$ cat config.mk
export PLATFORM = sky130hd
export DESIGN_NAME = param_sequence_detector_moore
export DESIGN_NICKNAME = d
export VERILOG_FILES = /design/src/rtl/param_sequence_detector_moore_pkg.sv /design/src/rtl/param_sequence_detector_moore_seq_next_state.sv /design/src/rtl/param_sequence_detector_moore.sv
export SDC_FILE = /design/constraint.sdc
export NUM_CORES = 1
export LEC_CHECK = 0
export CELL_PAD_IN_SITES_DETAIL_PLACEMENT = 1
export CELL_PAD_IN_SITES_GLOBAL_PLACEMENT = 1
export CORE_ASPECT_RATIO = 1.2
export CORE_MARGIN = 1
export CORE_UTILIZATION = 44
export DETAILED_ROUTE_END_ITERATION = 16
export PLACE_DENSITY = 0.81
export RECOVER_POWER = 50
export SETUP_SLACK_MARGIN = 0.1
export SKIP_LAST_GASP = 1
export SLEW_MARGIN = 20
export SYNTH_ARGS = -nofsm -noshare
export SYNTH_HDL_FRONTEND = slang
export SYNTH_SLANG_ARGS = --single-unit
export TNS_END_PERCENT = 20
$ cat constraint.sdc
create_clock -name clock -period 5.4 [get_ports clock]
set_clock_uncertainty 0.2 [all_clocks]
set_input_delay 0.81 -clock clock [delete_from_list [all_inputs] [get_ports clock]]
set_output_delay 0.81 -clock clock [all_outputs]
set_load 0.1 [all_outputs]
$ cat src/rtl/param_sequence_detector_moore_pkg.sv
// Shared definitions for the programmable Moore sequence detector.
// The state is the count of matched pattern bits; DETECT is the state equal to the latched length.
package param_sequence_detector_moore_pkg;

    localparam int unsigned DEF_MAX_LEN = 8;
    localparam int unsigned DEF_CNT_W   = 8;

    // Width needed to hold a length or state value in the range 0..max_len.
    function automatic int unsigned len_width(input int unsigned max_len);
        return $clog2(max_len + 1);
    endfunction

endpackage

$ cat src/rtl/param_sequence_detector_moore_seq_next_state.sv
// Combinational KMP-style next-state search: longest pattern prefix that is a suffix
// of the matched history extended by the incoming bit.
module seq_next_state
    import param_sequence_detector_moore_pkg::*;
#(
    parameter int unsigned MAX_LEN = DEF_MAX_LEN,
    localparam int unsigned LEN_W  = len_width(MAX_LEN)
) (
    input  logic [MAX_LEN-1:0] pattern_i,
    input  logic [LEN_W-1:0]   len_i,
    input  logic [LEN_W-1:0]   state_i,
    input  logic               bit_i,
    input  logic               overlap_i,
    output logic [LEN_W-1:0]   next_o
);

    logic [MAX_LEN:0] recent;
    logic             ok;
    int unsigned      kk;
    int unsigned      ll;
    int unsigned      jmax;

    always_comb begin
        next_o = '0;
        ok     = 1'b0;
        kk     = int'(state_i);
        ll     = int'(len_i);
        // recent[t] is the t-th most recent history bit; the matched history equals pattern[0..k-1]
        recent    = '0;
        recent[0] = bit_i;
        for (int unsigned m = 0; m < MAX_LEN; m++) begin
            for (int unsigned t = 1; t <= MAX_LEN; t++) begin
                if (m + t == kk) begin
                    recent[t] = pattern_i[m];
                end
            end
        end
        jmax = (kk + 1 < ll) ? kk + 1 : ll;
        for (int unsigned j = 1; j <= MAX_LEN; j++) begin
            if (j <= jmax) begin
                ok = 1'b1;
                for (int unsigned i = 0; i < j; i++) begin
                    if (pattern_i[i] != recent[j-1-i]) begin
                        ok = 1'b0;
                    end
                end
                if (ok) begin
                    next_o = LEN_W'(j);
                end
            end
        end
        // Non-overlapping mode drops all history on leaving DETECT.
        if (kk == ll && !overlap_i) begin
            next_o = (bit_i == pattern_i[0]) ? LEN_W'(1) : '0;
        end
    end

endmodule

$ cat src/rtl/param_sequence_detector_moore.sv
// Programmable Moore serial pattern detector with valid qualifier, run-time config
// and a saturating match counter; detector_out is registered and input-independent.
module param_sequence_detector_moore
    import param_sequence_detector_moore_pkg::*;
#(
    parameter int unsigned MAX_LEN = DEF_MAX_LEN,
    parameter int unsigned CNT_W   = DEF_CNT_W,
    localparam int unsigned LEN_W  = len_width(MAX_LEN)
) (
    input  logic               clock,
    input  logic               reset,
    input  logic               sequence_in,
    input  logic               valid_in,
    input  logic               cfg_load,
    input  logic [MAX_LEN-1:0] pattern,
    input  logic [LEN_W-1:0]   pattern_len,
    input  logic               overlap_en,
    input  logic               clear_count,
    output logic               detector_out,
    output logic [CNT_W-1:0]   match_count,
    output logic               count_sat
);

    logic [MAX_LEN-1:0] pattern_q, pattern_d;
    logic [LEN_W-1:0]   len_q, len_d;
    logic               overlap_q, overlap_d;
    logic [LEN_W-1:0]   state_q, state_d;
    logic               det_q, det_d;
    logic [CNT_W-1:0]   cnt_q, cnt_d;
    logic               sat_q, sat_d;
    logic [LEN_W-1:0]   state_nxt;
    logic [LEN_W-1:0]   len_clamped;
    logic               enter_detect;

    seq_next_state #(
        .MAX_LEN(MAX_LEN)
    ) u_next (
        .pattern_i(pattern_q),
        .len_i    (len_q),
        .state_i  (state_q),
        .bit_i    (sequence_in),
        .overlap_i(overlap_q),
        .next_o   (state_nxt)
    );

    always_comb begin
        len_clamped  = (pattern_len > LEN_W'(MAX_LEN)) ? LEN_W'(MAX_LEN) : pattern_len;
        pattern_d    = pattern_q;
        len_d        = len_q;
        overlap_d    = overlap_q;
        state_d      = state_q;
        cnt_d        = cnt_q;
        enter_detect = 1'b0;

        if (cfg_load) begin
            pattern_d = pattern;
            len_d     = len_clamped;
            overlap_d = overlap_en;
            state_d   = '0;
        end else if (valid_in && len_q != '0) begin
            state_d      = state_nxt;
            enter_detect = (state_nxt == len_q);
        end

        if (clear_count) begin
            cnt_d = '0;
        end else if (enter_detect && cnt_q != '1) begin
            cnt_d = cnt_q + CNT_W'(1);
        end

        // Output and saturation flag are decoded from next-state values so they register glitch-free.
        det_d = (len_d != '0) && (state_d == len_d);
        sat_d = (cnt_d == '1);
    end

    always_ff @(posedge clock) begin
        if (!reset) begin
            pattern_q <= '0;
            len_q     <= '0;
            overlap_q <= 1'b0;
            state_q   <= '0;
            det_q     <= 1'b0;
            cnt_q     <= '0;
            sat_q     <= 1'b0;
        end else begin
            pattern_q <= pattern_d;
            len_q     <= len_d;
            overlap_q <= overlap_d;
            state_q   <= state_d;
            det_q     <= det_d;
            cnt_q     <= cnt_d;
            sat_q     <= sat_d;
        end
    end

    assign detector_out = det_q;
    assign match_count  = cnt_q;
    assign count_sat    = sat_q;

endmodule

# After elaboration in Yosys (flattened, before gate mapping)
# Cells that the tools add are included.
totals:
  ff_bits: 27
  latchBits: 0
  mem_bits_rw: 0
  rom_bits: 0
  in_bits: 19
  word_cells: 209
  memories: 0
op_classes:
  addsub: 2
  multipliers: 0
  div_mod_pow: 0
  order_cmp: 10
  eq_ne: 56
  shift: 0
  n_mux: 127
  bitwise_logic: 0
  reduce_logical: 7
op_table:
  columns: ["op", "count"]
  rows:
  - ["<= comparator 3 x 32 -> 1 bit (first input constant)", 4]
  - ["2-to-1 mux 1 bit", 104]
  - ["2-to-1 mux 4 bit", 20]
  - ["<= comparator 2 x 32 -> 1 bit (first input constant)", 2]
  - ["inequality test 1 bit", 36]
  - ["<= comparator 1 x 32 -> 1 bit (first input constant)", 1]
  - ["<= comparator 4 x 32 -> 1 bit (first input constant)", 1]
  - ["less-than comparator 32 x 4 -> 1 bit", 1]
  - ["2-to-1 mux 32 bit", 1]
  - ["equality test 4 bit (first input constant)", 7]
  - ["equality test 3 x 4 -> 1 bit (first input constant)", 4]
  - ["2-to-1 mux 8 bit", 2]
  - ["equality test 4 bit", 3]
  - ["adder 8 x 1 -> 8 bit (second input constant)", 1]
  - ["equality test 2 x 4 -> 1 bit (first input constant)", 2]
  - ["equality test 8 bit (second input constant)", 1]
  - ["inequality test 8 bit (second input constant)", 1]
  - ["nonzero test 4 bit", 2]
  - ["adder 4 x 1 -> 5 bit (second input constant)", 1]
  - ["equality test 1 x 4 -> 1 bit (first input constant)", 1]
  - ["> comparator 4 bit (second input constant)", 1]
  - ["logical AND 1 bit", 4]
  - ["equality test 1 bit", 1]
  - ["zero test 1 bit", 1]

# Depth between registers and ports, before layout
# Gate-level depths: netlist of the first run.
logic_depth:
  ltp_word: 35
  depth_mapped: 17

# Modules after synthesis
# A second synthesis of the first run with hierarchy kept.
unflattened:
  hier_cells: 435
  area_unflattened_um2: 3393.3
modules_own_cells:
  columns: ["mod", "instances", "cells_per_inst", "area_per_inst_um2"]
  rows:
  - ["seq_next_state", 1, 290, 2054.5]
  - ["param_sequence_detector_moore", 1, 145, 1338.8]

# Least setup slack after synthesis of the first run
# No wires, ideal clock.
synth_path:
  path_type: "reg-to-reg"
  start: "register state_q[0]"
  end: "register sat_q (netlist: count_sat)"
  t_arrival_ns: 4.149
  t_required_ns: 5.113
  setup_slack_ns: 0.964
  stages_incl_launch_ff: 16
  path_buffers: 0
  synth_period_minus_slack_ns: 4.436
  cell_sequence: "dfxtp_1 inv_1 ha_1 ha_1 nor2b_1 o31ai_1 nand2_1 mux2_2 a2111oi_2 a311oi_1 or4_1 a211o_1 o311a_1 a211o_4 mux2_4 a221oi_2"
synth_via:
  elab_chain_cells: 35
  elab_cells_between_ends: 176
  classes_between: "1 x add/sub; 9 x order compare; 45 x eq/ne; 119 x mux; 2 x reduce/logical"
synth_lines:
  columns: ["item", "line", "source"]
  rows:
  - ["from (decl)", "param_sequence_detector_moore.sv:27", "logic [LEN_W-1:0] state_q, state_d;"]
  - ["from (signal assigned)", "param_sequence_detector_moore.sv:89", "state_q <= state_d;"]
  - ["branches (longest 27 deep; another with less-than comparator 32 x 4 -> 1 bit)", null, null]
  - ["2-to-1 mux 4 bit (*)", "param_sequence_detector_moore_seq_next_state.sv:53", "if (kk == ll && !overlap_i) begin"]
  - ["equality test 4 bit (*)", "param_sequence_detector_moore.sv:62", "enter_detect = (state_nxt == len_q);"]
  - ["2-to-1 mux 1 bit (*)", "param_sequence_detector_moore.sv:60", "end else if (valid_in && len_q != '0) begin"]
  - ["2-to-1 mux 1 bit (*)", "param_sequence_detector_moore.sv:55", "if (cfg_load) begin"]
  - ["logical AND 1 bit (*)", "param_sequence_detector_moore.sv:67", "end else if (enter_detect && cnt_q != '1) begin"]
  - ["2-to-1 mux 8 bit (*)", "param_sequence_detector_moore.sv:67", null]
  - ["2-to-1 mux 8 bit (*)", "param_sequence_detector_moore.sv:65", "if (clear_count) begin"]
  - ["equality test 8 bit (*)", "param_sequence_detector_moore.sv:73", "sat_d = (cnt_d == '1);"]
  - ["to (signal assigned)", "param_sequence_detector_moore.sv:92", "sat_q <= sat_d;"]
  - ["to (decl)", "param_sequence_detector_moore.sv:30", "logic sat_q, sat_d;"]
# Every way passes the cells marked *. The select of a mux whose other input is x is not followed.
# A chain may end at the register's enable or synchronous reset.

# Worst setup path after layout of the first run
layout_path:
  start: "register state_q[0]"
  end: "register cnt_q[7] (netlist: match_count[7])"
layout_via:
  elab_chain_cells: 34
  elab_cells_between_ends: 175
  classes_between: "1 x add/sub; 9 x order compare; 44 x eq/ne; 119 x mux; 2 x reduce/logical"
layout_lines:
  columns: ["item", "line", "source"]
  rows:
  - ["branches (longest 27 deep; another with less-than comparator 32 x 4 -> 1 bit)", null, null]
  - ["2-to-1 mux 4 bit (*)", "param_sequence_detector_moore_seq_next_state.sv:53", null]
  - ["equality test 4 bit (*)", "param_sequence_detector_moore.sv:62", null]
  - ["2-to-1 mux 1 bit (*)", "param_sequence_detector_moore.sv:60", null]
  - ["2-to-1 mux 1 bit (*)", "param_sequence_detector_moore.sv:55", null]
  - ["logical AND 1 bit (*)", "param_sequence_detector_moore.sv:67", null]
  - ["2-to-1 mux 8 bit (*)", "param_sequence_detector_moore.sv:67", null]
  - ["2-to-1 mux 8 bit (*)", "param_sequence_detector_moore.sv:65", null]
  - ["to (signal assigned)", "param_sequence_detector_moore.sv:91", "cnt_q <= cnt_d;"]
  - ["to (decl)", "param_sequence_detector_moore.sv:29", "logic [CNT_W-1:0] cnt_q, cnt_d;"]
# Marks and branches as above.

==> summary.txt, run 1 <==
Floorplanning
  – Height of the die: roughly 97 um
  – Core ar.: ~7300 um^2
  – Die Wd: 81.47 um
  – Initial Utilization: between 40% and 50%
  – Die area: 7932 um^2
  – Top-Level Pins: 29
  – Std-Cell Rows: 34

Routing
  – DR WL/cell: 20.06 um
  – First-pass iteration count of the detailed router: 4
  – DRC: 0
  – Vias per cell: between 6 and 7
  – 1st-iter DRT viols: 173
  – Final wirelength: about 11000 um
  – Routed Antenna Nets: 0
  – Vias after detailed routing: 3511

STA
  – Final setup fails: 0
  – RSZ-0062 raised after global routing: false
  – Final WS setup: 0.3772 ns
  – Setup TNS: 0 ns
  – Final period utilization: 93.01%
  – WHS: 0.2957 ns
  – Max Slew Vio Count: 0
  – Top achievable clock speed: 199.1 MHz
  – Final Hold Viols: 0
  – Worst rel slew slack: between 30% and 40%
  – Clock period minus worst slack: 5.023 ns
  – Slew @ Worst Pin: 0.9881 ns

Critical path
  – WP data required: approximately 5.4 ns
  – Critical path class: flop to flop
  – Max incr delay on CP: around 0.47 ns
  – Slowest CP cell: or4_1
  – Worst Setup End Kind: flop
  – Reg2reg path depth: 15
  – Worst Path Arrival: 5.04 ns
  – Worst R2R End: match_count[7]
  – Critical path's top delay family: compound AO/OA/AOI/OAI gates
  – Worst path depth: 15
  – Reg-to-reg critical path startpoint: state_q[0]
  – Critical-path cell list: inv_1 > ha_1 > ha_1 > nor2b_1 > o31ai_1 > nand2_1 > mux2_2 > a2111oi_2 > a311oi_1 > or4_1 > a211o_1 > o311a_1 > a211o_4 > or4_1 > o21ai_0
  – CP Max Fanout: 7
  – FF-to-FF setup slack: 0.38 ns
  – Critical path startpoint category: flop
  – Worst Path Buf+Inv: 1

Yosys
  – Number of synthesized flops with an enable pin: 0
  – Yosys cell types: 74
  – Net Count, Synth: around 480
  – Post-Syn Area: 3334 um^2
  – Synth warnings: 0
  – Post-synth ARST share: 0%
  – Synth Register Bits: 27
  – Sequential share of the synthesized area: about 16%
  – Mean post-synth cell area: 7.345 um^2
  – Gate Count Post-Synth: 454
  – Top FF cell, synth: dfxtp_1

Layout
  – Final net count: 482
  – Commonest cells after routing, fill and taps aside: 36 x nor2_1, 35 x a21oi_1, 34 x nand2_1
  – Fin area: 3631 um^2
  – Final Core Density: 49.91%
  – Most common cell after layout, fill and taps aside: nor2_1
  – Final non-filler cell total: 543
  – Syn-to-layout area delta: 8.893%
  – Fraction of layout cells with a size suffix above 1: under 10%
  – Ant. Diodes: 0

Placed design
  – Detail Placement HPWL: 7918 um
  – Placed Area: 3578 um^2
  – Inst Count DP: 539
  – Place WS: 0.4490 ns
  – Gpl congestion: 0.9497
  – Port buffer count: 28

Clock tree
  – TritonCTS Buffers: 3
  – CTS root buffer: clkbuf_8
  – Register clock-pin slew on the reported worst setup and hold paths: 0.11 ns
  – Worst skew pair latency: 0.29 ns
  – CTS tree: done
  – Hold buffer count at cts: 0
  – H-tree Lvls: 1
  – # clock sinks: 27
  – Clock tree buffer depth: 2

Power and ir drop
  – Power per cell area: 148.1 nW/um^2
  – Leakage Power: 1.244 nW
  – Total chip power: 0.5378 mW
  – Peak VDD IR: 106.4 uV

GRT
  – Total gr overflow: 0
  – Maximum number of pins on one net before global-route repair: 35
  – All-Layer GR Usage: 29.06%
  – Number of global-route vias before repair: 3485
  – Initial antenna violation count: 0
  – Global-route wire length before repair: 18030 um

Worst hold path
  – Hold WC Path Type: flop to flop
  – Hold path depth: 2
  – Hold_sp: match_count[7]
  – Worst Hold Endpoint: match_count[7]

Run status
  – Status: finished clean

Flow run
  – Max Cap Viol: 0
-- worst max path at each step --
stage,slack [ns],startpoint,to
6_report,0.38,state_q[0],match_count[7]
5_1_grt,0.11,state_q[1],count_sat
4_1_cts,0.40,state_q[0],count_sat
3_5_place_dp,0.45,state_q[0],detector_out
3_3_place_gp,0.56,state_q[0],count_sat
2_1_floorplan,0.96,state_q[0],count_sat
-- power by group --
group          internal [mW]  switching, mW  leakage (nW)
Combinational         0.0742          0.104         0.998
Clock                 0.0545         0.0774        0.0261
Sequential             0.205         0.0220         0.220
Total                  0.334          0.204          1.24
-- registers in the layout, indices dropped and copies added, names as in the netlist --
register / cells
detector_out: 1
state_q: 4
count_sat: 1
pattern_q: 8
match_count: 8
overlap_q: 1
len_q: 4
-- Yosys cell counts (4+ instances only) --
master    instances  area share [%]
a311oi_1          4             1.1
a211o_1           5             1.3
or3_1             4            0.75
nand4_1          10             1.9
nand3_1          13             2.0
ha_1              9             3.4
nor4_1            5            0.94
a21oi_1          35             5.3
clkbuf_1         19             2.1
and2_1            5            0.94
xor2_1           11             2.9
o21ai_0          18             2.7
mux2i_1          17             5.1
a211oi_1         10             2.3
and3_1            7             1.3
nand2_1          34             3.8
nand3b_1         17             3.8
o211ai_1          6             1.4
nor3_1           12             1.8
dfxtp_1          27              16
buf_2             8             1.2
nand2b_1          5            0.94
nor2b_1          11             2.1
inv_1            13             1.5
o31a_1            5             1.3
xnor2_1          22             5.8
buf_1             5            0.56
nor2_1           36             4.1
a31oi_1           7             1.3
-- what timing repair did --
action,4_1_cts,5_1_grt
setup endpoints to repair,0,3
buffers inserted,0,0
endpoints found under the hold margin,0,0
resized for setup,0,1
-- per-layer routing --
| metal | global-route usage [%] | vias up | routed length, um |
|---|---|---|---|
| met1 | 35.49 | 1716 | 4725 |
| met3 | 3.286 | 37 | 281 |
| met5 | 0 | - | 0 |
| li1 | - | 1680 | - |
| met4 | 14.84 | 0 | 474 |
| met2 | 48.72 | 78 | 5408 |
-- area by class of cell --
cell class | instances | area, um^2
Clock buffer | 3 | 41.29
Clock inverter | 1 | 8.758
Fill cell | 933 | 3643
Inverter | 15 | 56.30
Multi-Input combinational cell | 374 | 2554
Sequential cell | 27 | 540.5
Tap cell | 90 | 112.6
Timing Repair Buffer | 33 | 317.8
-- worst register-to-register path: cells and delay by family, from the launching register on --
| family | cells | cell delay, ns |
|---|---|---|
| compound gates | 7 | 1.85 |
| fa+ha+maj | 2 | 0.68 |
| buf+inv | 1 | 0.15 |
| flops | 1 | 0.45 |
| mux | 1 | 0.33 |
| simple gates | 4 | 1.29 |
-- cells by family (layout without fill, tap and decap cells) --
kind of cell,count (synthesis),count (layout),share of synthesized area (%)
mux,19,19,5.891
fa+ha+maj,9,9,3.377
buf+inv,53,52,7.280
simple gates,177,177,28.63
xor+xnor,33,33,8.668
compound gates,136,136,29.94
flops,27,27,16.21
No activity file was read; power rests on OpenSTA's default activity.
==> run 2, diff against run 1 <==
SLEW_MARGIN = unset   (was 20)
==> results of run 2 <==
Final layout, timing and power as in run 1 (identical DEF).
==> run 3, diff against run 2 <==
CELL_PAD_IN_SITES_DETAIL_PLACEMENT = 2   (was 1)
CELL_PAD_IN_SITES_GLOBAL_PLACEMENT = 2   (was 1)
CORE_UTILIZATION = 34   (was 44)
PLACE_DENSITY = 0.8   (was 0.81)
==> summary.txt, run 3 (same netlist as run 1, synthesis figures left out) <==
Run status
  – Status: finished clean

STA
  – Worst rel slew slack: 34.78%
  – Max Slew Vio Count: 0
  – Slew @ Worst Pin: 0.9750 ns
  – Setup TNS: 0 ns
  – RSZ-0062 raised after global routing: false
  – Top achievable clock speed: 201.6 MHz
  – Final period utilization: 91.87%
  – Final Hold Viols: 0
  – Final setup fails: 0
  – Clock period minus worst slack: a little under 5 ns

Placed design
  – Port buffer count: 28
  – Inst Count DP: 574
  – Gpl congestion: between 0.8 and 0.9
  – Detail Placement HPWL: 9372 um

Floorplanning
  – Std-Cell Rows: 39
  – Initial Utilization: 35.04%
  – Top-Level Pins: 29
  – Core ar.: 9515 um^2
  – Die area: about 10000 um^2
  – Height of the die: 110.5 um
  – Die Wd: 92.40 um

Clock tree
  – TritonCTS Buffers: 3
  – Worst skew pair latency: 0.28 ns
  – H-tree Lvls: 1
  – Hold buffer count at cts: 0
  – Clock tree buffer depth: 2
  – Register clock-pin slew on the reported worst setup and hold paths: 0.08 ns
  – Post-CTS Resized: 0
  – Setup Buffers After CTS: 0
  – # clock sinks: 27
  – CTS tree: done
  – CTS root buffer: clkbuf_16

Routing
  – DRC: 0
  – Highest routed layer: met4
  – 1st-iter DRT viols: 98
  – DR WL/cell: between 20 and 25 um
  – First-pass iteration count of the detailed router: 4
  – Wire length on met3: 233 um
  – Met1 wire length: between 5000 and 6000 um
  – Vias after detailed routing: 3600
  – Vias per cell: between 6 and 7
  – WL met2: 6374 um
  – Final wirelength: about 13000 um
  – Routed Antenna Nets: 0

GRT
  – Total gr overflow: 0
  – All-Layer GR Usage: around a quarter
  – Initial antenna violation count: 0
  – Maximum number of pins on one net before global-route repair: 35
  – Global-route wire length before repair: 20930 um
  – Number of global-route vias before repair: 3993

Layout
  – Ant. Diodes: 0
  – Commonest cells after routing, fill and taps aside: 36 x nor2_1, 35 x a21oi_1, 34 x nand2_1
  – Most common cell after layout, fill and taps aside: nor2_1
  – Final non-filler cell total: 578
  – Final net count: 484
  – Area of the multi-input gates: 2576 um^2
  – Final Core Density: 39.34%
  – Fraction of layout cells with a size suffix above 1: 7.912%
  – Filler cells: 1128
  – Storage cell area: around 540 um^2
  – Syn-to-layout area delta: 12.27%

Critical path
  – CP Max Fanout: 7
  – Critical path startpoint category: flop
  – WP data required: 5.39 ns
  – Worst Setup End Kind: flop
  – Critical path class: flop to flop
  – Slowest CP cell: a221oi_1
  – Critical-path cell list: inv_1 > ha_2 > ha_1 > nor2b_1 > o31a_1 > or3_1 > a221oi_1 > o221ai_1 > o22ai_1 > nand3b_1 > nor4_1 > o31ai_2 > a211o_4 > mux2_4 > a221oi_2
  – Worst Path Arrival: between 4 and 5 ns
  – Max incr delay on CP: 0.46 ns

Power and ir drop
  – Power per cell area: approximately 160 nW/um^2
  – Leakage Power: about 1.3 nW
  – Peak VDD IR: 121.0 uV
  – Total chip power: between 0.6 and 0.7 mW

Worst hold path
  – Hold WC Path Type: flop to flop

Flow run
  – Max Cap Viol: 0
run 3: cell type report:
class | count | share of cell area, %
inverters | 15 | 1.504
clock inverters | 1 | 0.2340
repair buffers | 35 | 8.890
well taps | 123 | 4.111
flip-flops and latches | 27 | 14.44
clock buffers | 3 | 2.005
multi-input cells | 374 | 68.82
run 3: final timing paths:
path	start	slack [ns]	endpoint	cells past startpoint
worst max-delay path	state_q[0]	0.44	count_sat	15
worst min-delay path	match_count[7]	0.30	match_count[7]	2
worst max register to register	state_q[0]	0.44	count_sat	15
worst min register to register	match_count[7]	0.30	match_count[7]	2
run 3: critical path: cells and delay by family, from the launching register on:
kind / cells / cell delay [ns]
AOI/OAI and AO/OA: 7 / 2.23
and+or+nand+nor: 4 / 0.85
muxes: 1 / 0.31
adders and majority gates: 2 / 0.65
DFF: 1 / 0.45
buffers and inverters: 1 / 0.17
run 3: power by group:
part / switching [mW] / internal [mW]
registers: 0.0241 / 0.205
logic: 0.111 / 0.0759
clock network: 0.0858 / 0.103
run 3: stage by stage:
stage | area, um^2 | hold WS, ns | setup slack, ns
4_1_cts | 3719 | 0.3094 | 0.3096
3_3_place_gp | 3635 | 0.2762 | 0.5973
2_1_floorplan | 3334 | 0.2620 | 0.9645
6_report | 3744 | 0.2973 | 0.4388
5_1_grt | 3744 | 0.3381 | 0.1626
3_5_place_dp | 3635 | 0.2940 | 0.3895
run 3: metal layers:
layer,vias to the layer above,track usage [%]
li1,1684,-
met1,1804,30.19
met2,76,46.17
met3,36,1.446
met4,0,13.23
met5,-,0
